<file path="config.mk">
export PLATFORM = sky130hd
export DESIGN_NAME = ahb_slave_mux
export DESIGN_NICKNAME = d
export VERILOG_FILES = /design/src/rtl/ahb_slave_mux.sv
export SDC_FILE = /design/constraint.sdc
export NUM_CORES = 1
export LEC_CHECK = 0
export CORE_MARGIN = 2
export CORE_UTILIZATION = 27
export DETAILED_ROUTE_END_ITERATION = 8
export GPL_TIMING_DRIVEN = 0
export PLACE_DENSITY = 0.81
export RECOVER_POWER = 100
export SYNTH_ARGS = -nofsm -noshare
export SYNTH_HDL_FRONTEND = slang
export SYNTH_SLANG_ARGS = --single-unit
</file>
<file path="constraint.sdc">
create_clock -name HCLK -period 2.02 [get_ports HCLK]
set_clock_uncertainty 0.1 [all_clocks]
set_input_delay 0.404 -clock HCLK [delete_from_list [all_inputs] [get_ports HCLK]]
set_output_delay 0.404 -clock HCLK [all_outputs]
set_load 0.01 [all_outputs]
</file>
<file path="src/rtl/ahb_slave_mux.sv">
// AHB-Lite data-phase response multiplexer for three slaves plus a built-in default slave.
// Unmapped NONSEQ/SEQ transfers receive a two-cycle ERROR response and are counted (saturating).
module ahb_slave_mux #(
  parameter int DATA_W    = 32,
  parameter int ERR_CNT_W = 8
) (
  input  logic                 HCLK,
  input  logic                 HRESETn,
  input  logic                 HSEL_1,
  input  logic                 HSEL_2,
  input  logic                 HSEL_3,
  input  logic                 HSEL_DF,
  input  logic [1:0]           HTRANS,
  input  logic [DATA_W-1:0]    HRDATA_1,
  input  logic [DATA_W-1:0]    HRDATA_2,
  input  logic [DATA_W-1:0]    HRDATA_3,
  input  logic                 HREADYOUT_1,
  input  logic                 HREADYOUT_2,
  input  logic                 HREADYOUT_3,
  input  logic                 HRESP_1,
  input  logic                 HRESP_2,
  input  logic                 HRESP_3,
  output logic [DATA_W-1:0]    HRDATA,
  output logic                 HREADY,
  output logic                 HRESP,
  output logic [ERR_CNT_W-1:0] ERR_CNT
);

  localparam int NUM_SLV = 3;

  typedef enum logic [1:0] {
    DF_OK   = 2'd0,
    DF_ERR1 = 2'd1,
    DF_ERR2 = 2'd2
  } df_state_t;

  // Selection is one-hot {S1, S2, S3, DF}; bit 0 is the default slave.
  logic [3:0]           sel_reg;
  logic [3:0]           sel_next;
  df_state_t            df_state_reg;
  df_state_t            df_state_next;
  logic [ERR_CNT_W-1:0] err_cnt_reg;
  logic [ERR_CNT_W-1:0] err_cnt_next;

  logic                 htrans_active;
  logic                 df_err_start;
  logic                 df_ready;
  logic                 df_resp;

  logic [DATA_W-1:0]    slv_rdata [NUM_SLV];
  logic [NUM_SLV-1:0]   slv_ready;
  logic [NUM_SLV-1:0]   slv_resp;
  logic [NUM_SLV-1:0]   slv_sel;
  logic [DATA_W-1:0]    rdata_term [NUM_SLV];

  assign slv_rdata[0] = HRDATA_1;
  assign slv_rdata[1] = HRDATA_2;
  assign slv_rdata[2] = HRDATA_3;
  assign slv_ready    = {HREADYOUT_3, HREADYOUT_2, HREADYOUT_1};
  assign slv_resp     = {HRESP_3, HRESP_2, HRESP_1};

  assign htrans_active = (HTRANS == 2'b10) || (HTRANS == 2'b11);

  // Address-phase winner; nothing selected falls through to the default slave.
  always_comb begin
    sel_next = 4'b0001;
    if (HSEL_1) begin
      sel_next = 4'b1000;
    end else if (HSEL_2) begin
      sel_next = 4'b0100;
    end else if (HSEL_3) begin
      sel_next = 4'b0010;
    end
  end

  always_ff @(posedge HCLK or negedge HRESETn) begin
    if (!HRESETn) begin
      sel_reg <= 4'b0001;
    end else if (HREADY) begin
      sel_reg <= sel_next;
    end
  end

  // Default-slave FSM and error counter.
  assign df_err_start = HREADY && sel_next[0] && htrans_active;

  always_ff @(posedge HCLK or negedge HRESETn) begin
    if (!HRESETn) begin
      df_state_reg <= DF_OK;
      err_cnt_reg  <= '0;
    end else begin
      df_state_reg <= df_state_next;
      err_cnt_reg  <= err_cnt_next;
    end
  end

  always_comb begin
    df_state_next = df_state_reg;
    err_cnt_next  = err_cnt_reg;
    df_ready      = 1'b1;
    df_resp       = 1'b0;
    case (df_state_reg)
      DF_OK, DF_ERR2: begin
        df_resp = (df_state_reg == DF_ERR2);
        if (df_err_start) begin
          df_state_next = DF_ERR1;
          if (err_cnt_reg != {ERR_CNT_W{1'b1}}) begin
            err_cnt_next = err_cnt_reg + ERR_CNT_W'(1);
          end
        end else begin
          df_state_next = DF_OK;
        end
      end
      DF_ERR1: begin
        df_ready      = 1'b0;
        df_resp       = 1'b1;
        df_state_next = DF_ERR2;
      end
      default: begin
        df_state_next = DF_OK;
      end
    endcase
  end

  // AND-OR mux over the one-hot selection; the default slave contributes zero data.
  genvar gi;
  generate
    for (gi = 0; gi < NUM_SLV; gi++) begin : g_slv
      assign slv_sel[gi]    = sel_reg[3-gi];
      assign rdata_term[gi] = slv_sel[gi] ? slv_rdata[gi] : '0;
    end
  endgenerate

  always_comb begin
    HRDATA = '0;
    for (int i = 0; i < NUM_SLV; i++) begin
      HRDATA = HRDATA | rdata_term[i];
    end
  end

  always_comb begin
    if (sel_reg[0]) begin
      HREADY = df_ready;
      HRESP  = df_resp;
    end else begin
      HREADY = |(slv_ready & slv_sel);
      HRESP  = |(slv_resp & slv_sel);
    end
  end

  assign ERR_CNT = err_cnt_reg;

endmodule

</file>
==> impl_metrics.env, run 1 <==
export IMPL_largest_register_ffs=8
export IMPL_fp_dieArea_sq_mm=0.00525
export IMPL_netlist_area_sq_mm=0.00127
export IMPL_antennaDiodeCount=0
export IMPL_reg2reg_slack_ns=0.12
export IMPL_p_comb_share_pct=29.1
export IMPL_rr_worst_depth=5
export IMPL_grtUsageTotal_pct=21.4
export IMPL_yosysWarnings=0
export IMPL_switching_power_mw=0.140
export IMPL_syn_num_nets=260
export IMPL_slew_violations=0
export IMPL_switching_share_pct=18.1
export IMPL_synth_avg_cell_area_sq_um=8.73
export IMPL_finalCritPeriodShare_pct=99.2
export IMPL_p_leak_nw=1.51
export IMPL_drv_cap=0
export IMPL_yosysUniqueCellTypes=32
export IMPL_cts_root_buf="clkbuf_8"
export IMPL_worstPathCellList="buf_6, buf_8, a222oi_1, inv_1, buf_2"
export IMPL_first_pass_iters=6
export IMPL_drt_iter0_markers=164
export IMPL_die_h_um=72.5
export IMPL_power_density_mw_per_mm2=270
export IMPL_synth_top_cell_area_share_pct=26.1
export IMPL_crit_family="buffers and inverters"
export IMPL_vdd_drop_max_mv=0.464
export IMPL_hold_end="ERR_CNT[0]"
export IMPL_setup_viol=0
export IMPL_synth_cells=145
export IMPL_slew_limit_headroom_pct=57.0
export IMPL_die_x_um=72.5
export IMPL_vias=1897
export IMPL_grt_max_degree=15
export IMPL_post_dp_hpwl_um=4750
export IMPL_endpoint_kind="output port"
export IMPL_max_freq_mhz=499
export IMPL_drive_above_1_share_pct=21.1
export IMPL_insertion_delay_ns=0.24
export IMPL_io_buffers=149
export IMPL_slowest_stage="a222oi_1"
export IMPL_synth_commonest_cells="36 x inv_1, 33 x a222oi_1, 13 x dfrtp_1, 9 x clkbuf_1, 8 x nand2_1"
export IMPL_r2r_start="ERR_CNT[0]"
export IMPL_tightest_slew_ns=0.642
export IMPL_grt_ovfl_total=0
export IMPL_status="completed"
export IMPL_grt_pass1_wl_um=9060
export IMPL_rsz0062_at_grt="true"
export IMPL_worstPathMaxFanout=8
export IMPL_cts_tree="done"
export IMPL_cts_buffers=3
export IMPL_fin_total_pwr_mw=0.776
export IMPL_antenna_found_initial=0
export IMPL_synth_seq_cells=14
export IMPL_cellInternalPower_mw=0.636
export IMPL_seq_power_share_pct=36.2
export IMPL_synth_flop_cell="dfrtp_1"
export IMPL_route_detailed_drc=0
export IMPL_io_pins=152
export IMPL_critPathRequiredTime_ns=1.52
export IMPL_cts_sinks=14
export IMPL_core_area_sq_mm=0.00444
export IMPL_synth_edff_count=0
export IMPL_antenna_left=0
export IMPL_worst_setup_path_start_kind="flop"
export IMPL_cts_max_path_buffers=2
export IMPL_finish_utilization_pct=64.6
export IMPL_syn_to_final_growth_pct=127
export IMPL_h_tree_depth=1
export IMPL_critPathMaxStageDelay_ns=0.41
export IMPL_yosysTopAreaCell="a222oi_1"
export IMPL_async_reset_ff_share_pct=100
export IMPL_rows=24
export IMPL_holdPathStages=1
export IMPL_via_per_inst=5.34
export IMPL_r2r_end="ERR_CNT[1]"
export IMPL_final_hold_viol_count=0
export IMPL_path_buf_inv=4
export IMPL_start_util_pct=28.5
export IMPL_hp_start="ERR_CNT[0]"
export IMPL_synth_area_leaders="a222oi_1 26%, dfrtp_1 26%, inv_1 11%"
export IMPL_cp_arrival_ns=1.50
export IMPL_nets=419
export IMPL_final_area_sq_mm=0.00287
export IMPL_place_gp_congestion=0.762
export IMPL_cts_clk_slew_worst_paths_ns=0.06
export IMPL_yosysMostFrequentCell="inv_1"
export IMPL_clockPowerShare_pct=34.7
export IMPL_hold_path_class="flop to flop"
export IMPL_totalWireLength_um=6010
export IMPL_ys_seq_area_share_pct=27.8
export IMPL_wire_per_inst_um=16.9
export IMPL_post_dp_cell_area_sq_mm=0.00282
export IMPL_final_min_clock_period_ns=2.00
export IMPL_crit_type="flop to output port"
export IMPL_grt_pass1_vias=1866
-- worst reg2reg max path, delay by kind of cell, from the launching register on --
family / cells / cell delay, ns
AND/OR/NAND/NOR: 3 / 0.69
multiplexers: 1 / 0.34
adder cells (fa/ha/maj): 1 / 0.24
flip-flops: 1 / 0.41
-- cells in the final DEF, fill, tap and decap left out, types with 2 or more instances in the layout --
master / n
buf_6: 5
clkbuf_8: 5
buf_8: 5
xnor2_1: 2
xor2_1: 2
clkdlybuf4s50_1: 114
nand2_1: 8
a31oi_1: 5
buf_4: 7
a222oi_1: 33
ha_1: 5
nor4_2: 2
dfrtp_1: 13
and3_1: 4
clkbuf_2: 2
nor3_4: 2
buf_2: 29
nand3_1: 4
inv_1: 36
-- cells by family (layout without fill, tap and decap cells) --
group                    count (synthesis)  after routing  synth area share [%]
adder cells (fa/ha/maj)                  5              5                  4.94
XOR/XNOR                                 4              4                  2.77
AND/OR/NAND/NOR                         25             25                  12.3
buffers and inverters                   49            207                  15.4
flip-flops                              14             14                  27.8
AO/OA/AOI/OAI                           46             46                  35.2
multiplexers                             2              2                  1.68
-- layer usage --
metal  vias to the layer above  track usage [%]  routed length, um
li1                        887                -                  -
met1                       890             26.5               2240
met2                       106             37.0               3050
met3                        14             4.86                556
met4                         0             6.58                159
met5                         -                0                  0
-- power by group through the flow --
stage | combinational, mW | clock, mW | sequential (mW)
after global routing | 0.238 | 0.299 | 0.280
final | 0.226 | 0.269 | 0.281
after detailed placement | 0.222 | 0 | 0.286
after global placement | 0.218 | 0 | 0.286
after CTS | 0.224 | 0.276 | 0.281
after floorplan | 0.00549 | 0 | 0.286
-- metrics by stage --
stage	setup TNS [ns]	std cells	hold WS [ns]	worst slack (ns)
2_1_floorplan	0	145	0.00841	0.194
3_3_place_gp	-6.18	346	0.415	-0.440
3_5_place_dp	-6.83	346	0.426	-0.438
4_1_cts	0	352	0.434	0.000766
5_1_grt	-0.461	355	0.468	-0.0537
6_report	0	355	0.426	0.0158
-- area by class of cell --
class / instances / area, sq um
fill: 386 / 1570
timing repair buffer: 154 / 1380
multi-input combinational: 82 / 734
sequential: 14 / 352
buffer: 12 / 145
inverter: 37 / 144
tap: 52 / 65.1
clock buffer: 4 / 55.1
-- repair_timing --
item / 4_1_cts / 5_1_grt
resized for setup: 152 / 24
hold buffers: 0 / 0
gates cloned: 1 / 0
setup endpoints to repair: 34 / 33
pin swaps: 31 / 24
buffers inserted: 1 / 3
-- worst max path at each step --
stage	startpoint	end	cells after the start
floorplan	ERR_CNT[0]	ERR_CNT[1]	5
global route	sel_reg[2]	HRDATA[21]	5
global placement	HREADYOUT_2	HREADY	5
detailed placement	HREADYOUT_2	HREADY	5
finish	sel_reg[3]	HRDATA[3]	5
CTS	sel_reg[3]	HRDATA[13]	5
Note: power is estimated with default switching activity, not from simulation.
==> run 2: changes to the inputs <==
ABC_AREA = 1   (was unset)
CORE_UTILIZATION = 29   (was 27)
==> run 2 against run 1 <==
Net effect: the flow now finishes with violations (negative setup slack); clock-buffer cell count unchanged; critical path type unchanged; highest routed layer unchanged; sequential power increased by 32%; hold slack improved by 0.010 ns; first-iteration DRC count is 66% lower; cell area increased by 9.1%; die area grew 5.5%; core utilization is 1.3 points higher.
==> impl_metrics.env, run 2 <==
export IMPL_pre_cts_slack_ns=-0.302
export IMPL_vdd_drop_max_mv=0.543
export IMPL_synth_top_cell_area_share_pct=34.7
export IMPL_rr_worst_depth=9
export IMPL_crit_end="HRDATA[19]"
export IMPL_route_detailed_drc=0
export IMPL_hold_path_class="flop to flop"
export IMPL_vias=2099
export IMPL_synth_edff_count=0
export IMPL_fin_total_pwr_mw=2.52
export IMPL_syn_to_final_growth_pct=118
export IMPL_r2r_end="ERR_CNT[7]"
export IMPL_violations="negative setup slack"
export IMPL_status="finished with violations"
export IMPL_grt_ovfl_total=0
export IMPL_synth_seq_cells=14
export IMPL_crit_type="flop to output port"
export IMPL_critPathLaunch="sel_reg[2]"
export IMPL_path_buf_inv=3
export IMPL_largest_register_ffs=8
export IMPL_yosysWarnings=0
export IMPL_slew_limit_headroom_pct=56.9
export IMPL_hold_ws_ns=0.436
export IMPL_max_freq_mhz=478
export IMPL_grt_max_degree=15
export IMPL_cts_hold_buffers_added=0
export IMPL_slew_violations=0
export IMPL_h_tree_depth=1
export IMPL_yosysTopAreaCell="nand2_1"
export IMPL_tightest_slew_ns=0.644
export IMPL_ys_seq_area_share_pct=24.4
export IMPL_cts_sinks=14
export IMPL_p_leak_nw=1.56
export IMPL_antenna_left=0
export IMPL_antenna_found_initial=0
export IMPL_syn_num_nets=363
export IMPL_grtUsageTotal_pct=19.9
export IMPL_via_per_inst=4.48
export IMPL_cts_tree="done"
export IMPL_worst_setup_path_start_kind="flop"
export IMPL_r2r_start="df_state_reg[1]"
export IMPL_worstPathMaxFanout=10
export IMPL_endpoint_kind="output port"
export IMPL_cts_clk_slew_worst_paths_ns=0.05
export IMPL_post_dp_hpwl_um=4990
export IMPL_fp_dieArea_sq_mm=0.00554
export IMPL_cts_max_path_buffers=2
export IMPL_io_pins=152
export IMPL_setup_viol=10
export IMPL_core_area_sq_mm=0.00475
export IMPL_critPathMaxStageDelay_ns=0.54
export IMPL_clockPowerShare_pct=9.5
export IMPL_totalWireLength_um=6090
export IMPL_cts_root_buf="clkbuf_8"
export IMPL_drive_above_1_share_pct=6.97
export IMPL_yosysUniqueCellTypes=24
export IMPL_wire_per_inst_um=13.0
export IMPL_final_hold_viol_count=0
export IMPL_yosysMostFrequentCell="nand2_1"
export IMPL_critPathRequiredTime_ns=1.52
export IMPL_layout_common_cells="133 x nand2_1, 112 x clkdlybuf4s50_1, 41 x nand3_1"
export IMPL_seq_power_share_pct=14.7
export IMPL_crit_path_frequent_cell="buf_4"
export IMPL_synth_area_leaders="nand2_1 35%, dfrtp_1 23%, nand3_1 14%"
export IMPL_insertion_delay_ns=0.25
export IMPL_die_x_um=74.4
export IMPL_async_reset_ff_share_pct=100
export IMPL_synth_avg_cell_area_sq_um=5.80
export IMPL_die_h_um=74.4
export IMPL_netlist_area_sq_mm=0.00144
export IMPL_reg2reg_slack_ns=0.33
export IMPL_worstPathCellList="buf_4, buf_4, nand2_1, nand3_1, clkdlybuf4s50_1"
export IMPL_grt_pass1_wl_um=8500
export IMPL_fin_tns_setup_ns=-0.596
export IMPL_cellInternalPower_mw=1.48
export IMPL_cp_arrival_ns=1.59
export IMPL_grt_pass1_vias=1786
export IMPL_synth_flop_cell="dfrtp_1"
export IMPL_p_comb_share_pct=75.8
export IMPL_post_dp_cell_area_sq_mm=0.00301
export IMPL_cts_buffers=3
export IMPL_switching_share_pct=41.2
export IMPL_slowest_stage="clkdlybuf4s50_1"
export IMPL_final_area_sq_mm=0.00313
export IMPL_antennaDiodeCount=0
export IMPL_rsz0062_at_grt="true"
export IMPL_synth_cells=248
export IMPL_power_density_mw_per_mm2=803
export IMPL_finalCritPeriodShare_pct=104
export IMPL_fin_ws_ns=-0.0741
export IMPL_place_gp_congestion=0.802
export IMPL_path_depth=5
export IMPL_final_min_clock_period_ns=2.09
export IMPL_first_pass_iters=4
export IMPL_synth_commonest_cells="133 x nand2_1, 41 x nand3_1, 13 x dfrtp_1, 11 x inv_1, 9 x clkbuf_1"
export IMPL_switching_power_mw=1.04
export IMPL_start_util_pct=30.3
export IMPL_io_buffers=149
export IMPL_drv_cap=0
export IMPL_drt_iter0_markers=55
export IMPL_rows=25
export IMPL_crit_family="buffers and inverters"
export IMPL_nets=518
export IMPL_mostFrequentLayoutCell="nand2_1"
-- run 2: changes by cell type in the layout (fill, tap and decap cells not counted), sizes merged, moves of 4 or more --
cell | before | now
dlymetal6s4s | 0 | 8
and3 | 4 | 0
clkbuf | 8 | 14
nand2 | 8 | 136
nand3 | 4 | 42
dlygate4sd2 | 0 | 12
a31oi | 5 | 1
buf | 46 | 5
a222oi | 33 | 0
nor2 | 1 | 11
dlygate4sd3 | 1 | 12
inv | 37 | 13
-- run 2: per-stage QoR --
step                util, %  std cells
CTS                    65.9        469
global placement       63.4        464
global route           65.9        469
detailed placement     63.4        464
finish                 65.9        469
floorplan                 -        248
-- run 2: how the worst min path moves through the flow --
stage / end / from / slack [ns] / cells after the start
after global placement: ERR_CNT[1] / ERR_CNT[1] / 0.41 / 2
final: ERR_CNT[1] / ERR_CNT[1] / 0.44 / 2
after detailed placement: ERR_CNT[1] / ERR_CNT[1] / 0.43 / 2
after CTS: ERR_CNT[1] / ERR_CNT[1] / 0.45 / 2
after global routing: sel_reg[0] / sel_reg[0] / 0.48 / 2
after floorplan: ERR_CNT[0] / HRESETn / 0.008 / 0
-- run 2: timing repair --
item,4_1_cts,5_1_grt
hold endpoints to repair,0,0
buffers inserted,1,0
resized for setup,42,15
pin swaps,1,0
endpoints found under the setup margin,34,21
-- run 2: power by group through the flow --
stage          Clock (mW)  Sequential, mW  Combinational, mW
6_report            0.239           0.370               1.91
5_1_grt             0.253           0.380               2.09
4_1_cts             0.245           0.371               1.97
3_5_place_dp            0           0.374               1.92
3_3_place_gp            0           0.373               1.91
2_1_floorplan           0           0.379              0.865
-- run 2: kinds of logic after synthesis --
kind of cell | Yosys count | share of synthesized area (%)
flip-flops | 14 | 24.4
buffers and inverters | 25 | 7.30
AND/OR/NAND/NOR | 194 | 59.0
adder cells (fa/ha/maj) | 5 | 4.35
XOR/XNOR | 5 | 3.04
AO/OA/AOI/OAI | 5 | 1.83
-- run 2: worst register-to-register path, delay by kind of cell, from the launching register on --
| family | cells | cell delay, ns |
|---|---|---|
| DFF | 1 | 0.37 |
| adders and majority gates | 1 | 0.19 |
| and+or+nand+nor | 5 | 0.56 |
| buffers and inverters | 3 | 0.37 |
-- run 2: final cells by class --
type / count / area [sq um]
clock buffer: 4 / 45.0
inverter: 13 / 48.8
buffer: 12 / 138
multi-input combinational: 209 / 973
timing repair buffer: 150 / 1490
fill: 427 / 1620
sequential: 14 / 352
tap: 67 / 83.8
-- run 2: metal layers --
layer  up-vias  track usage (%)  wire length (um)
li1       1087                -                 -
met1       909             24.1              2350
met2        92             35.1              3040
met3        11             3.25               582
met4         0             7.74               124
met5         -                0                 0
==> run 3: changes to the inputs <==
ABC_AREA = unset   (was 1)
CORE_AREA = 2 2 59 61   (was unset)
CORE_MARGIN = unset   (was 2)
CORE_UTILIZATION = unset   (was 29)
DIE_AREA = 0 0 61 63   (was unset)
DONT_BUFFER_PORTS = 1   (was unset)
PLACE_DENSITY = 0.53   (was 0.81)
clock period = 2.2 ns   (was 2.02 ns; I/O delays follow)
==> run 3 against run 2 <==
Net effect: the run now ends clean; routed wire length decreased by 35%; critical path depth decreased by 1; flip-flop and latch count unchanged; clock power decreased by 23%; first-iteration DRC count increased to 2.6 times the previous value; core utilization decreased by 24 points; sequential power decreased by 31%; clock-buffer cell count unchanged; worst setup slack improved by 0.18 ns; cell count decreased by 58%; via count decreased by 39%.
==> impl_metrics.env, run 3 (synthesized netlist as in run 1, its figures left out) <==
export IMPL_status="completed"
export IMPL_rr_worst_depth=5
export IMPL_final_area_sq_mm=0.00136
export IMPL_layout_common_cells="36 x inv_1, 33 x a222oi_1, 13 x dfrtp_1"
export IMPL_start_util_pct=39.2
export IMPL_finish_utilization_pct=42.1
export IMPL_drive_above_1_share_pct=12.0
export IMPL_antenna_found_initial=0
export IMPL_syn_to_final_growth_pct=7.51
export IMPL_via_per_inst=6.57
export IMPL_cts_root_buf="clkbuf_4"
export IMPL_cts_tree="done"
export IMPL_critPathLaunch="sel_reg[3]"
export IMPL_fp_dieArea_sq_mm=0.00384
export IMPL_grt_pass1_vias=1157
export IMPL_largest_register_ffs=8
export IMPL_holdPathStages=2
export IMPL_insertion_delay_ns=0.29
export IMPL_cts_max_path_buffers=2
export IMPL_grt_pass1_wl_um=5710
export IMPL_worstPathMaxFanout=10
export IMPL_power_density_mw_per_mm2=333
export IMPL_totalWireLength_um=3970
export IMPL_setup_viol=0
export IMPL_antenna_left=0
export IMPL_post_dp_cell_area_sq_mm=0.00132
export IMPL_fin_tns_setup_ns=0
export IMPL_fin_total_pwr_mw=0.453
export IMPL_p_comb_share_pct=2.5
export IMPL_h_tree_depth=1
export IMPL_slowest_stage="a222oi_1"
export IMPL_grt_ovfl_total=0
export IMPL_io_buffers=0
export IMPL_crit_end="HRDATA[17]"
export IMPL_final_hold_viol_count=0
export IMPL_hold_path_class="input pin to flop"
export IMPL_max_freq_mhz=477
export IMPL_die_h_um=63
export IMPL_final_min_clock_period_ns=2.09
export IMPL_hold_ws_ns=0.167
export IMPL_tightest_slew_ns=0.604
export IMPL_reg2reg_slack_ns=0.25
export IMPL_clockPowerShare_pct=40.7
export IMPL_slew_limit_headroom_pct=59.6
export IMPL_mostFrequentLayoutCell="inv_1"
export IMPL_cts_sinks=14
export IMPL_cts_buffers=3
export IMPL_crit_type="flop to output port"
export IMPL_worst_setup_path_start_kind="flop"
export IMPL_post_cts_buffers=0
export IMPL_worstPathCellList="buf_4, clkbuf_1, a222oi_1, inv_1"
export IMPL_antennaDiodeCount=0
export IMPL_vdd_drop_max_mv=0.224
export IMPL_wire_per_inst_um=20.3
export IMPL_cts_clk_slew_worst_paths_ns=0.08
export IMPL_critPathRequiredTime_ns=1.66
export IMPL_grt_max_degree=15
export IMPL_slew_violations=0
export IMPL_seq_power_share_pct=56.8
export IMPL_p_leak_nw=0.810
export IMPL_drt_iter0_markers=141
export IMPL_cp_arrival_ns=1.55
export IMPL_io_pins=152
export IMPL_r2r_end="ERR_CNT[1]"
export IMPL_die_x_um=61
export IMPL_post_dp_hpwl_um=3350
export IMPL_nets=266
export IMPL_rsz0062_at_grt="false"
export IMPL_route_detailed_drc=0
export IMPL_vias=1288
export IMPL_r2r_start="ERR_CNT[0]"
export IMPL_critPathMaxStageDelay_ns=0.38
export IMPL_finalCritPeriodShare_pct=95.2
export IMPL_drv_cap=0
export IMPL_switching_share_pct=20.0
export IMPL_cellInternalPower_mw=0.362
export IMPL_first_pass_iters=6
export IMPL_rows=21
export IMPL_endpoint_kind="output port"
export IMPL_grtUsageTotal_pct=19.4
export IMPL_switching_power_mw=0.0904
export IMPL_place_gp_congestion=0.728
export IMPL_core_area_sq_mm=0.00323
==> run 3: cell types whose count changed in the layout (fill, tap and decap cells not counted), sizes merged, moves of 3 or more <==
cell,change
and3,+4
dlymetal6s4s,-8
nand4,-3
clkdlybuf4s50,-112
nand2,-128
dlygate4sd3,-11
inv,+24
dlygate4sd2,-12
nand3,-38
a31oi,+4
a222oi,+33
nor2,-10
==> run 3: cell type report <==
cell class                      count  area [sq um]
Buffer                             12          60.1
Clock buffer                        4          36.3
Fill cell                         345          1870
Inverter                           37           139
Multi-Input combinational cell     82           707
Sequential cell                    14           352
Tap cell                           46          57.6
Timing Repair Buffer                1          10.0
==> run 3: worst min path at each step <==
stage                  from    endpoint  slack, ns
floorplan           HRESETn  ERR_CNT[0]       0.04
global placement    HRESETn  ERR_CNT[0]       0.04
detailed placement  HRESETn  ERR_CNT[0]       0.04
CTS                  HSEL_1  sel_reg[3]       0.16
global route         HSEL_1  sel_reg[3]       0.17
finish               HSEL_1  sel_reg[3]       0.17
==> run 3: metal layers <==
layer,up-vias,GRT usage (%),share of wire (%),wire length (um)
li1,579,-,-,-
met1,624,23.7,39,1540
met2,80,33.3,52,2070
met3,5,4.14,8.1,320
met4,0,5.71,1.1,42
met5,-,0,0,0
==> run 3: what timing repair did <==
| item | 4_1_cts | 5_1_grt |
|---|---|---|
| setup endpoints to repair | 0 | 5 |
| resized for setup | 0 | 6 |
| hold endpoints to repair | 14 | 0 |
| hold buffers | 1 | 0 |
==> run 3: through the flow <==
step,std cells,setup slack [ns]
finish,196,0.105
global route,196,0.00348
CTS,196,0.0786
detailed placement,191,0.231
global placement,191,0.253
floorplan,145,0.374
==> run 3: worst max-delay path, delay by kind of cell, from the launching register on <==
| family | cells | cell delay [ns] |
|---|---|---|
| compound gates | 1 | 0.38 |
| buf+inv | 3 | 0.52 |
| flops | 1 | 0.36 |
==> run 3: power by group through the flow <==
stage | Sequential (mW) | Clock, mW | Combinational, mW
after floorplan | 0.262 | 0 | 0.00504
after global placement | 0.262 | 0 | 0.00571
after detailed placement | 0.262 | 0 | 0.00583
after CTS | 0.257 | 0.193 | 0.0121
after global routing | 0.257 | 0.198 | 0.0129
final | 0.257 | 0.184 | 0.0114
